===== src/rtl/auth_cmd_tx.sv =====
// Host-side command transmitter for the Auth_blk link.
// Queues go/stop commands and sends each as one UART 8N1 frame on TX.
module auth_cmd_tx #(
    parameter int       BAUD_DIV   = 2604,
    parameter int       FIFO_DEPTH = 4,
    parameter bit [7:0] GO_BYTE    = 8'h67,
    parameter bit [7:0] STOP_BYTE  = 8'h73
) (
    input  logic clk,
    input  logic rst,
    input  logic send_go,
    input  logic send_stop,
    output logic TX,
    output logic busy,
    output logic full,
    output logic tx_done,
    output logic ovfl
);

    localparam int CW = $clog2(BAUD_DIV);
    localparam int AW = $clog2(FIFO_DEPTH);

    typedef enum logic [1:0] {IDLE, START, DATA, STOP} state_t;

    state_t                r_state;
    logic [CW-1:0]         r_baud;
    logic [2:0]            r_bit;
    logic [7:0]            r_shift;
    logic                  r_tx;
    logic                  r_done;
    logic                  r_ovfl;
    logic [FIFO_DEPTH-1:0] r_mem;
    logic [AW-1:0]         r_wr;
    logic [AW-1:0]         r_rd;
    logic [AW:0]           r_count;

    logic       w_req;
    logic       w_last;
    logic       w_full;
    logic       w_empty;
    logic       w_pop;
    logic       w_push;
    logic       w_drop;
    logic [7:0] w_byte;

    assign w_req   = send_go | send_stop;
    assign w_last  = (r_baud == CW'(BAUD_DIV - 1));
    assign w_full  = (r_count == (AW+1)'(FIFO_DEPTH));
    assign w_empty = (r_count == '0);
    // Pops happen only where a new frame is loaded.
    assign w_pop   = !w_empty &&
                     ((r_state == IDLE) || (r_state == STOP && w_last));
    assign w_push  = w_req && (!w_full || w_pop);
    assign w_drop  = w_req && w_full && !w_pop;
    assign w_byte  = r_mem[r_rd] ? STOP_BYTE : GO_BYTE;

    assign TX      = r_tx;
    assign busy    = (r_state != IDLE) || !w_empty;
    assign full    = w_full;
    assign tx_done = r_done;
    assign ovfl    = r_ovfl;

    always_ff @(posedge clk) begin
        if (rst) begin
            r_state <= IDLE;
            r_baud  <= '0;
            r_bit   <= '0;
            r_shift <= '0;
            r_tx    <= 1'b1;
            r_done  <= 1'b0;
            r_ovfl  <= 1'b0;
            r_wr    <= '0;
            r_rd    <= '0;
            r_count <= '0;
        end else begin
            r_done <= 1'b0;
            r_ovfl <= w_drop;

            if (w_push) begin
                r_mem[r_wr] <= send_stop;
                r_wr        <= r_wr + AW'(1);
            end
            if (w_pop)
                r_rd <= r_rd + AW'(1);
            if (w_push && !w_pop)
                r_count <= r_count + (AW+1)'(1);
            else if (w_pop && !w_push)
                r_count <= r_count - (AW+1)'(1);

            unique case (r_state)
                IDLE: begin
                    r_tx <= 1'b1;
                    if (w_pop) begin
                        r_shift <= w_byte;
                        r_baud  <= '0;
                        r_tx    <= 1'b0;
                        r_state <= START;
                    end
                end
                START: begin
                    if (w_last) begin
                        r_baud  <= '0;
                        r_bit   <= '0;
                        r_tx    <= r_shift[0];
                        r_state <= DATA;
                    end else begin
                        r_baud <= r_baud + CW'(1);
                    end
                end
                DATA: begin
                    if (w_last) begin
                        r_baud  <= '0;
                        r_shift <= r_shift >> 1;
                        if (r_bit == 3'd7) begin
                            r_tx    <= 1'b1;
                            r_state <= STOP;
                        end else begin
                            r_bit <= r_bit + 3'd1;
                            r_tx  <= r_shift[1];
                        end
                    end else begin
                        r_baud <= r_baud + CW'(1);
                    end
                end
                STOP: begin
                    // Registered pulse lands on the stop bit's final cycle.
                    r_done <= (r_baud == CW'(BAUD_DIV - 2));
                    if (w_last) begin
                        r_baud <= '0;
                        if (w_pop) begin
                            r_shift <= w_byte;
                            r_tx    <= 1'b0;
                            r_state <= START;
                        end else begin
                            r_state <= IDLE;
                        end
                    end else begin
                        r_baud <= r_baud + CW'(1);
                    end
                end
                default: r_state <= IDLE;
            endcase
        end
    end

endmodule


===== config.mk =====
export PLATFORM = sky130hd
export DESIGN_NAME = auth_cmd_tx
export DESIGN_NICKNAME = d
export VERILOG_FILES = /design/src/rtl/auth_cmd_tx.sv
export SDC_FILE = /design/constraint.sdc
export NUM_CORES = 1
export LEC_CHECK = 0
export CORE_MARGIN = 1.5
export CORE_UTILIZATION = 30
export DETAILED_ROUTE_END_ITERATION = 16
export PLACE_DENSITY_LB_ADDON = 0.1
export SYNTH_ARGS = -nofsm -noshare
export SYNTH_HDL_FRONTEND = slang
export SYNTH_SLANG_ARGS = --single-unit

===== constraint.sdc =====
create_clock -name clk -period 4.75 [get_ports clk]
set_input_delay 0.95 -clock clk [delete_from_list [all_inputs] [get_ports clk]]
set_output_delay 0.95 -clock clk [all_outputs]
set_load 0.01 [all_outputs]

After elaboration in Yosys (flattened, before gate mapping)
Cells that the tools add are included.
{"block": "word_totals", "reg_bits": 39, "input_bits": 4, "word_cells": 98}
{"block": "classes", "addsub": 6, "order_cmp": 3, "n_eq_ne": 14, "muxes": 33, "n_bitwise": 3, "reduce_logical": 28}
{"cell": "== test 12 bit (second input constant)", "count": 2}
{"cell": "two-way mux 12 bit", "count": 2}
{"cell": "two-way mux 8 bit", "count": 3}
{"cell": "one-hot mux 12 bit (2 select lines)", "count": 1}
{"cell": "one-hot mux 8 bit (3 select lines)", "count": 1}
{"cell": "two-way mux 3 bit", "count": 5}
{"cell": "!= test 2 bit (second input constant)", "count": 7}
{"cell": "adder 12 x 1 -> 12 bit (second input constant)", "count": 1}
{"cell": "two-way mux 2 bit", "count": 5}
{"cell": "two-way mux 1 bit", "count": 9}
{"cell": "logical AND 1 bit", "count": 8}
{"cell": "one-hot mux 2 bit (4 select lines)", "count": 1}
{"cell": "AND reduction 4 bit", "count": 2}
{"cell": "adder 3 x 1 -> 3 bit (second input constant)", "count": 2}
{"cell": "== test 3 bit (second input constant)", "count": 2}
{"cell": "less-than comparator 2 x 3 -> 1 bit (second input constant)", "count": 2}
{"cell": "one-hot mux 3 bit (2 select lines)", "count": 1}
{"cell": "nonzero test 2 bit", "count": 3}
{"cell": "two-way mux 5 bit", "count": 1}
{"cell": "AND reduction 5 bit", "count": 1}
{"cell": "adder 2 x 1 -> 2 bit (second input constant)", "count": 2}
{"cell": "bitwise mux 4 bit", "count": 1}
{"cell": "== test 2 bit (second input constant)", "count": 2}
{"cell": "logical NOT 1 bit", "count": 4}
{"cell": "other kinds (16)", "count": 19}

Depth between registers and ports, before layout
Gate-level depths: netlist (run 1).
{"block": "depth", "word_depth": 10, "depth_mapped": 12}

Worst setup path before layout (run 1)
No wires, ideal clock.
{"block": "synth_path", "path_type": "reg2reg", "start": "reg r_baud[6]", "end": "reg r_count[2]", "setup_ns": 0.071, "t_arrival_ns": 2.758, "required_ns": 4.679, "slack_ns": 1.921, "stages_incl_launch_ff": 11, "period_less_slack_ns": 2.829, "path_cell_list": "dfxtp_1 or4b_1 buf_6 or4_4 nand2_1 ha_1 inv_1 fa_1 xor2_1 or3_1 a21oi_1"}
{"block": "synth_via", "elab_chain_len": 9}
{"element": "start: declaration", "line": "26", "rtl": "logic [CW-1:0] r_baud;"}
{"element": "start signal: assignment", "line": "107", "rtl": "r_baud <= r_baud + CW'(1);"}
{"element": "start signal: assignment", "line": "122", "rtl": "r_baud <= r_baud + CW'(1);"}
{"element": "start signal: assignment", "line": "138", "rtl": "r_baud <= r_baud + CW'(1);"}
{"element": "== test 12 bit *", "line": "47", "rtl": "assign w_last = (r_baud == CW'(BAUD_DIV - 1));"}
{"element": "logical AND 1 bit *", "line": "52", "rtl": "((r_state == IDLE) || (r_state == STOP && w_last));"}
{"element": "logical OR 1 bit *", "line": "52"}
{"element": "logical AND 1 bit *", "line": "51", "rtl": "assign w_pop = !w_empty &&"}
{"element": "logical OR 1 bit", "line": "53", "rtl": "assign w_push = w_req && (!w_full || w_pop);"}
{"element": "logical AND 1 bit", "line": "53"}
{"element": "logical NOT 1 bit", "line": "87", "rtl": "else if (w_pop && !w_push)"}
{"element": "logical AND 1 bit", "line": "87"}
{"element": "nonzero test 2 bit (no source line)"}
{"element": "end signal: assignment", "line": "86", "rtl": "r_count <= r_count + (AW+1)'(1);"}
{"element": "end signal: assignment", "line": "88", "rtl": "r_count <= r_count - (AW+1)'(1);"}
{"element": "end: declaration", "line": "35", "rtl": "logic [AW:0] r_count;"}
Mark *: on every way between the ends. The rest lies on a longest branch, timed or not.
A chain may end at the register's enable or synchronous reset.

Final worst setup path (run 1)
{"block": "layout_path", "start": "reg r_state[0]", "end": "out busy"}
{"block": "layout_via", "elab_chain_len": 2}
{"element": "start: declaration", "line": "25", "rtl": "state_t r_state;"}
{"element": "start signal: assignment", "line": "65", "rtl": "r_state <= IDLE;"}
{"element": "start signal: assignment", "line": "97", "rtl": "r_state <= START;"}
{"element": "start signal: assignment", "line": "105", "rtl": "r_state <= DATA;"}
{"element": "nonzero test 2 bit", "line": "58", "rtl": "assign busy = (r_state != IDLE) || !w_empty;"}
{"element": "logical OR 1 bit", "line": "58"}
{"element": "end: declaration", "line": "14", "rtl": "output logic busy,"}
No other way between the ends.

==> summary.txt, run 1 <==
Floorplanning
  – I/O Pins: 9
  – Die ar.: approximately 8000 µm²
  – Die H: 89.2 µm
  – Core Area: between 7000 and 8000 µm²
  – Initial core utilization: slightly above 30%
  – Chip Width: 89.2 µm
  – Rows: 31

Finish
  – Area Overhead vs Synth: 11.7%
  – Multi-input logic area: approximately 1300 µm²
  – Non-Filler Instances: 351
  – Fillcell total: 779
  – Nets@finish: roughly 270
  – Layout cell share with drive strength beyond 1: 9.13%
  – FF+latch area: ~800 µm²
  – Ant diodes: 0

Worst setup path
  – Crit path DAT: between 2 and 2.5 ns
  – Critical Path Stages: 6
  – Crit-path most repeated cell: inv_1
  – Critical path, cell by cell: inv_1 > ha_1 > inv_1 > nor2_1 > inv_2 > clkdlybuf4s50_1
  – Max FO, Critical Path: 8
  – Worst-case reg-to-reg path depth: 9
  – Max stage delay on crit path: roughly 0.52 ns
  – Critical Path RT: 3.80 ns
  – Startpoint Class: flop
  – CP top delay family: buffers and inverters
  – Count of buffer and inverter cells on the critical path: 4
  – Crit-path slowest cell: clkdlybuf4s50_1
  – Crit path kind: flop to primary output
  – Crit end category: primary output

Logic synthesis
  – #FFs+latches synth: 38
  – Avg Cell Area, Syn: 9.13 µm²
  – Number of library cell types mapped by synthesis: between 60 and 70
  – Most common flop cell mapped by yosys: dfxtp_1
  – Number of synthesized flops with an enable pin: 4
  – Synth area leaders: dfxtp_1 31%, ha_1 8.4%, edfxtp_1 5.4%, inv_1 3.2%, nand2_1 2.9%
  – Mapped cell area: between 2000 and 2500 µm²
  – Post-synth top area share: about 31%
  – Async SR Flop Fraction: 0%
  – Register area share after synthesis: a little over a third
  – Synth warn: 0
  – Post-synthesis instance total: approximately 240
  – Yosys top cell by area: dfxtp_1
  – Syn nets: about 260

STA
  – Measured slew at the worst slew-check pin: approximately 0.78 ns
  – Final setup viols: 0
  – Setup TNS: 0 ns
  – Fin. Hold Viols: 0
  – Final worst-path cycle share: 69.6%
  – Slew Limit Headroom: ~47%
  – Slew Limit Fails: 0
  – F_max: 0.302 GHz
  – Final Critical Period: ~3.3 ns
  – Fin Clk Skew: ~0.0082 ns
  – WHS: 0.467 ns
  – RSZ-0062 raised after global routing: no
  – Worst Slack Setup Final: roughly 1.4 ns

Global routing
  – Largest net degree at the start of global routing: 24
  – Number of global-route vias before repair: approximately 1800
  – GRT Overall Usage: 14.8%
  – Initial antenna violation count: 0
  – Global-route wire length before repair: about 9 mm
  – Grt total ovfl: 0

Route
  – Drt drc: 0
  – WL met3: 109 µm
  – Drt first pass iters: 4
  – Highest Signal Layer: met4
  – Total routed wirelength: around 5.1 mm
  – Met2 routed WL: approximately 2.3 mm
  – DR vias: 1818
  – Via density: between 5 and 6
  – Met1 Wirelength: 2.61 mm
  – Starting DRT DRC Count: 98
  – Wire per inst: ~15 µm
  – Detail Route Antenna Nets: 0

Place
  – Dpl hpwl: roughly 3.7 mm
  – IO buf count: 8
  – Routability congestion estimate: 0.735
  – Post-Place Cells: between 300 and 400
  – Pre-CTS WS: around 1.2 ns

Clock network
  – CTS Buf Count: 5
  – Clock Pin Slew Worst Setup and Hold Paths: 0.08 ns
  – Clk Latency, worst-skew pair: slightly below 0.3 ns
  – Hold-fix buffers, CTS: 0
  – CTS tree: yes
  – Post-CTS setup buffers: 0
  – Htree depth: 2
  – Post-CTS sizing: 0
  – CTS max path bufs: 2
  – Root Driver: clkbuf_8
  – Sink Count: 38

Min path
  – Worst min path class: flop to flop
  – Hold path depth: 2

Power
  – P_leak: 0.000910 µW
  – P per Cell Area: a little over 500 nW/µm²
  – VDD IR max: roughly 0.00015 V

Status
  – Outcome: finished, final reports clean

Flow run
  – Max-cap violation count: 0
-- per-layer routing --
| metal | vias to the layer above | global-route usage (%) |
|---|---|---|
| met1 | 879 | 20.7 |
| met4 | 0 | 4.20 |
| met2 | 14 | 23.2 |
| met5 | - | 0 |
| li1 | 917 | - |
| met3 | 8 | 2.86 |
-- power breakdown --
part / switching [µW] / internal [µW]
sequential: 52.3 / 386
clock: 112 / 117
combinational: 354 / 267
total: 518 / 770
-- registers in the layout (all words and copies together) (netlist names) --
name	cells
r_shift	7
ovfl	1
r_rd	2
r_state	2
r_baud	12
r_bit	3
r_count	3
tx_done	1
r_wr	2
TX	1
r_mem	4
-- logic make-up (layout without fill, tap and decap cells) --
group / after synthesis / count (layout) / synth area share [%]
mux: 6 / 6 / 3.37
compound gates: 60 / 60 / 20.5
fa+ha+maj: 16 / 16 / 9.32
simple gates: 89 / 89 / 23.5
flops: 38 / 38 / 35.9
buf+inv: 30 / 38 / 5.39
xor+xnor: 5 / 5 / 1.97
-- per-stage QoR --
| step | total power [µW] | util (%) | area [µm²] |
|---|---|---|---|
| floorplan | 907 | - | 2230 |
| finish | 1290 | 34.5 | 2490 |
| global placement | 1080 | 33.2 | 2400 |
| global route | 1410 | 34.5 | 2490 |
| CTS | 1310 | 34.5 | 2490 |
| detailed placement | 1070 | 33.2 | 2400 |
-- worst reg2reg max path: cells and delay by family (launching register included) --
| kind | cells | cell delay [ns] |
|---|---|---|
| AOI/OAI and AO/OA | 1 | 0.14 |
| buffers and inverters | 1 | 0.07 |
| and+or+nand+nor | 4 | 1.71 |
| xor gates and xnor gates | 1 | 0.18 |
| DFF | 1 | 0.38 |
| adders and majority gates | 2 | 0.57 |
-- synthesized netlist by cell type, types with 4 or more instances --
| cell type | count |
|---|---|
| clkbuf_1 | 7 |
| nand3_1 | 8 |
| nor2b_1 | 4 |
| ha_1 | 15 |
| o21ai_0 | 9 |
| nor3_1 | 5 |
| a22o_1 | 4 |
| or3_1 | 4 |
| inv_1 | 19 |
| and3_1 | 4 |
| edfxtp_1 | 4 |
| a21oi_1 | 12 |
| nand4_1 | 8 |
| nor4b_1 | 4 |
| nor2_1 | 14 |
| nand2_1 | 17 |
| a31oi_1 | 6 |
| dfxtp_1 | 34 |
| o211ai_1 | 4 |
-- layout make-up --
| class | count | share of cell area (%) |
|---|---|---|
| multi-input combinational | 176 | 52.5 |
| inverter | 21 | 3.17 |
| clock buffer | 7 | 3.47 |
| timing repair buffer | 9 | 3.52 |
| clock inverter | 1 | 0.201 |
| sequential | 38 | 32.2 |
| tap | 99 | 4.97 |
-- worst paths after layout --
path | start | endpoint | slack (ns)
setup reg to reg | r_baud[6]$_SDFFE_PP0N_ | r_count[2]$_SDFFE_PP0P_ | 1.64
hold / removal | r_shift[6]$_SDFFE_PP0P_ | r_shift[6]$_SDFFE_PP0P_ | 0.47
hold reg to reg | r_shift[6]$_SDFFE_PP0P_ | r_shift[6]$_SDFFE_PP0P_ | 0.47
setup / recovery | r_state[0]$_SDFFE_PP0P_ | busy | 1.44
-- cell usage in the layout, fill, tap and decap left out, types with 8 or more instances in the layout --
master / instances
ha_1: 15
nand2_1: 17
o21ai_0: 9
a21oi_1: 12
inv_1: 19
nand3_1: 8
dfxtp_1: 34
nand4_1: 8
nor2_1: 14
clkdlybuf4s50_1: 8
No activity file was read; power rests on OpenSTA's default activity.
==> run 2: changes to the inputs <==
clock period = 3.3 ns   (was 4.75 ns; I/O delays follow)
==> summary.txt, run 2 (synthesis results as in run 1) <==
Power
  – P_leak: between 0.0009 and 0.001 µW
  – VDD IR max: 0.000311 V
  – P per Cell Area: 737 nW/µm²

Floorplanning
  – Rows: 31
  – Core Area: a little over 7000 µm²
  – Die ar.: 7950 µm²
  – Die H: 89.2 µm
  – Initial core utilization: roughly 31%
  – I/O Pins: 9
  – Chip Width: between 80 and 90 µm

Clock network
  – CTS tree: yes
  – Root Driver: clkbuf_8
  – CTS Buf Count: 5
  – Sink Count: 38
  – Clock Pin Slew Worst Setup and Hold Paths: about 0.08 ns
  – Htree depth: 2
  – CTS max path bufs: 2
  – Post-CTS sizing: 0
  – Post-CTS setup buffers: 0
  – Hold-fix buffers, CTS: 0
  – Clk Latency, worst-skew pair: about 0.29 ns

Route
  – Via density: 5.16
  – DR vias: approximately 1900
  – Detail Route Antenna Nets: 0
  – Drt first pass iters: 4
  – Starting DRT DRC Count: 61
  – Drt drc: 0
  – Wire per inst: roughly 15 µm
  – Total routed wirelength: ~5.4 mm

Finish
  – Max reg flops: 12
  – Area Overhead vs Synth: 14.8%
  – Fin area: approximately 2600 µm²
  – Ant diodes: 0
  – Layout cell share with drive strength beyond 1: between 10% and 20%
  – Nets@finish: roughly 280
  – Leading cell type in the layout, fill and taps excluded: dfxtp_1
  – Reg with most FFs: r_baud
  – Most frequent cells in the layout: 34 x dfxtp_1, 19 x inv_1, 17 x nand2_1, 15 x ha_1, 14 x nor2_1
  – Top flop regs: r_baud (12), r_shift (7), r_mem (4)

Global routing
  – GRT Overall Usage: roughly 15%
  – Largest net degree at the start of global routing: 36
  – Initial antenna violation count: 0
  – Global-route wire length before repair: 9.15 mm
  – Number of global-route vias before repair: 1797
  – Grt total ovfl: 0

Worst setup path
  – Crit-path slowest cell: clkdlybuf4s50_1
  – Critical Path RT: between 2 and 3 ns
  – Max FO, Critical Path: 8
  – Startpoint Class: flop
  – Crit end category: primary output
  – Count of buffer and inverter cells on the critical path: 6
  – Crit path kind: flop to primary output
  – Critical path, cell by cell: inv_1 > ha_1 > buf_4 > inv_1 > nor2_1 > buf_4 > inv_2 > clkdlybuf4s50_1
  – CP top delay family: buffers and inverters
  – Crit path DAT: around 2.4 ns
  – Max stage delay on crit path: approximately 0.56 ns

Place
  – Routability congestion estimate: just over 0.7
  – Dpl hpwl: approximately 3.9 mm
  – IO buf count: 8
  – Placed instance area: between 2000 and 2500 µm²

STA
  – WHS: approximately 0.47 ns
  – Slew Limit Headroom: between 40% and 50%
  – Final Critical Period: 3.03 ns
  – Fin Clk Skew: 0.0140 ns
  – RSZ-0062 raised after global routing: no
  – Setup TNS: 0 ns
  – Final worst-path cycle share: 91.8%
  – Measured slew at the worst slew-check pin: between 0.7 and 0.8 ns
  – Final setup viols: 0
  – F_max: between 0.3 and 0.4 GHz
  – Fin. Hold Viols: 0
  – Slew Limit Fails: 0

Flow run
  – Max-cap violation count: 0

Status
  – Outcome: finished, final reports clean

Min path
  – Worst min path class: flop to flop
-- run 2: cell count changes in the layout (fill, tap and decap cells not counted), sizes merged --
| cell | delta |
|---|---|
| clkbuf | -2 |
| clkinvlp | +1 |
| clkinv | +1 |
| buf | +10 |
-- run 2: area by class of cell --
| class | instances | area [µm²] |
|---|---|---|
| Timing Repair Buffer | 19 | 163 |
| Multi-Input combinational cell | 176 | 1310 |
| Tap cell | 99 | 124 |
| Inverter | 21 | 78.8 |
| Sequential cell | 38 | 801 |
| Clock inverter | 3 | 16.3 |
| Clock buffer | 5 | 68.8 |
| Fill cell | 776 | 4660 |
-- run 2: worst paths after layout --
kind | start | endpoint | slack [ns] | cells past startpoint
setup / recovery | r_state[0]$_SDFFE_PP0P_ | busy | 0.27 | 8
hold / removal | r_shift[2]$_SDFFE_PP0P_ | r_shift[2]$_SDFFE_PP0P_ | 0.47 | 2
hold reg to reg | r_shift[2]$_SDFFE_PP0P_ | r_shift[2]$_SDFFE_PP0P_ | 0.47 | 2
setup reg to reg | r_baud[6]$_SDFFE_PP0N_ | r_count[2]$_SDFFE_PP0P_ | 0.42 | 9
-- run 2: metrics by stage --
| step | worst slack (ns) | utilization (%) | total power (µW) | std cells |
|---|---|---|---|---|
| final | 0.272 | 35.5 | 1890 | 361 |
| after floorplan | 0.471 | - | 1310 | 244 |
| after detailed placement | 0.200 | 34.3 | 1590 | 353 |
| after CTS | 0.250 | 35.5 | 1910 | 361 |
| after global placement | 0.215 | 34.3 | 1600 | 353 |
| after global routing | 0.123 | 35.5 | 2050 | 361 |
-- run 2: worst reg2reg max path, stage by stage, from the launching register on --
cell     delay, ns
dfxtp_1       0.37
or4b_1        0.60
or4_4         0.53
nand2_1       0.09
ha_1          0.18
inv_1         0.06
fa_1          0.37
xor2_1        0.17
or3_1         0.30
a21oi_1       0.14
-- run 2: where the power goes --
part / internal, µW / switching, µW / total (µW)
sequential: 555 / 75.5 / 631
clock: 145 / 169 / 314
combinational: 419 / 523 / 942
total: 1120 / 767 / 1890
-- run 2: per-layer routing --
metal | vias to the layer above | global-route usage, % | part of all wire [%]
met5 | - | 0 | 0
met2 | 25 | 24.2 | 46
met4 | 0 | 2.52 | 0.32
met3 | 2 | 4.43 | 2.8
li1 | 944 | - | -
met1 | 891 | 20.6 | 51
==> run 3: changes to the inputs <==
PLACE_DENSITY_LB_ADDON = 0.25   (was 0.1)
==> summary.txt, run 3 (synthesis results as in run 1) <==
Finish
  – Reg with most FFs: r_baud
  – Max reg flops: 12
  – Post-layout util: 35.0%
  – Area Overhead vs Synth: 13.4%
  – Most frequent cells in the layout: 34 x dfxtp_1, 19 x inv_1, 17 x nand2_1, 15 x ha_1, 14 x nor2_1
  – Nets@finish: 277
  – Layout cell share with drive strength beyond 1: a little over a tenth
  – Leading cell type in the layout, fill and taps excluded: dfxtp_1
  – Ant diodes: 0
  – Top flop regs: r_baud (12), r_shift (7), r_mem (4)

Clock network
  – Post-CTS sizing: 0
  – CTS max path bufs: 2
  – Clk Latency, worst-skew pair: a little under 0.3 ns
  – Post-CTS setup buffers: 0
  – Root Driver: clkbuf_8
  – Hold-fix buffers, CTS: 0
  – Sink Count: 38
  – Htree depth: 2
  – Clock Pin Slew Worst Setup and Hold Paths: ~0.070 ns
  – CTS Buf Count: 5
  – CTS tree: yes

STA
  – Slew Limit Headroom: a little under half
  – Final setup viols: 0
  – F_max: about 0.33 GHz
  – Fin Clk Skew: slightly below 0.009 ns
  – Slew Limit Fails: 0
  – Setup TNS: 0 ns
  – Fin. Hold Viols: 0
  – RSZ-0062 raised after global routing: no
  – Final worst-path cycle share: 90.7%
  – Final Critical Period: between 2 and 3 ns
  – Measured slew at the worst slew-check pin: 0.772 ns

Power
  – Sequential power share: around a third
  – P_leak: just over 0.0009 µW
  – VDD IR max: between 0.0003 and 0.0004 V
  – Switching share of power: ~40%
  – Internal Power: approximately 1100 µW
  – P per Cell Area: between 700 and 800 nW/µm²
  – Clk network pwr share: between 10% and 20%
  – Sw Pwr: 742 µW
  – Comb pwr share: approximately half

Worst setup path
  – Crit path kind: flop to primary output
  – Max FO, Critical Path: 8
  – Critical path, cell by cell: inv_1 > ha_1 > inv_1 > nor2_1 > inv_2 > clkdlybuf4s50_1
  – Crit path DAT: about 2.3 ns
  – Critical Path RT: 2.64 ns
  – Crit-path most repeated cell: inv_1
  – Crit-path slowest cell: clkdlybuf4s50_1
  – CP top delay family: buffers and inverters
  – Crit end category: primary output
  – Max stage delay on crit path: roughly 0.52 ns
  – Startpoint Class: flop
  – Count of buffer and inverter cells on the critical path: 4

Route
  – Drt drc: 0
  – Detail Route Antenna Nets: 0
  – Drt first pass iters: 4
  – DR vias: roughly 1800
  – Wire per inst: around 14 µm
  – Starting DRT DRC Count: between 100 and 150
  – Via density: approximately 5.2
  – Total routed wirelength: between 5 and 6 mm

Floorplanning
  – I/O Pins: 9
  – Die H: slightly below 90 µm
  – Die ar.: between 7000 and 8000 µm²
  – Rows: 31
  – Initial core utilization: a little under a third
  – Chip Width: 89.2 µm
  – Core Area: roughly 7200 µm²

Place
  – Dpl hpwl: ~3.6 mm
  – Routability congestion estimate: ~0.75
  – IO buf count: 8

Global routing
  – GRT Overall Usage: between 10 and 15%
  – Number of global-route vias before repair: between 1500 and 2000
  – Grt total ovfl: 0
  – Largest net degree at the start of global routing: 31
  – Global-route wire length before repair: approximately 9 mm
  – Initial antenna violation count: 0

Flow run
  – Max-cap violation count: 0

Min path
  – Worst min path class: flop to flop

Status
  – Outcome: finished, final reports clean
## run 3: metal layers
| layer | global-route usage (%) | wire [µm] | part of all wire [%] | vias to the layer above |
|---|---|---|---|---|
| met2 | 22.1 | 2320 | 46 | 28 |
| met3 | 3.05 | 152 | 3.0 | 4 |
| met5 | 0 | 0 | 0 | - |
| li1 | - | - | - | 934 |
| met1 | 20.3 | 2510 | 50 | 883 |
| met4 | 5.31 | 68 | 1.3 | 0 |
## run 3: path summary, 6_finish.rpt
kind                             end  cells past startpoint  slack, ns               startpoint
max reg2reg  r_count[2]$_SDFFE_PP0P_                      9       0.37   r_baud[6]$_SDFFE_PP0N_
min reg2reg  r_shift[2]$_SDFFE_PP0P_                      2       0.47  r_shift[2]$_SDFFE_PP0P_
min          r_shift[2]$_SDFFE_PP0P_                      2       0.47  r_shift[2]$_SDFFE_PP0P_
max                             busy                      6       0.31  r_state[0]$_SDFFE_PP0P_
## run 3: power groups by stage
stage	Sequential (µW)	Clock [µW]	Combinational, µW
floorplan	622	0	683
global placement	640	0	885
detailed placement	640	0	892
CTS	629	319	899
global route	643	338	1010
finish	628	311	895
## run 3: area by class of cell
cell class	count	area, µm²
clock buffer	7	76.3
clock inverter	1	7.51
fill	790	4690
inverter	21	78.8
multi-input combinational	176	1310
sequential	38	801
tap	99	124
timing repair buffer	15	133
## run 3: tightest hold or removal path, cell delays in order, from the launching register on
cell and delay [ns]:
dfxtp_1 0.31, nand2_1 0.05, mux2i_1 0.06
## run 3: stage by stage
step           hold slack [ns]  setup slack (ns)  cell area [µm²]  instances  total power (µW)
3_3_place_gp             0.453             0.193             2440        349              1530
5_1_grt                  0.483             0.142             2530        357              1990
6_report                 0.466             0.306             2530        357              1830
2_1_floorplan            0.439             0.471             2230        244              1310
3_5_place_dp             0.459             0.148             2440        349              1530
4_1_cts                  0.469             0.296             2530        357              1850
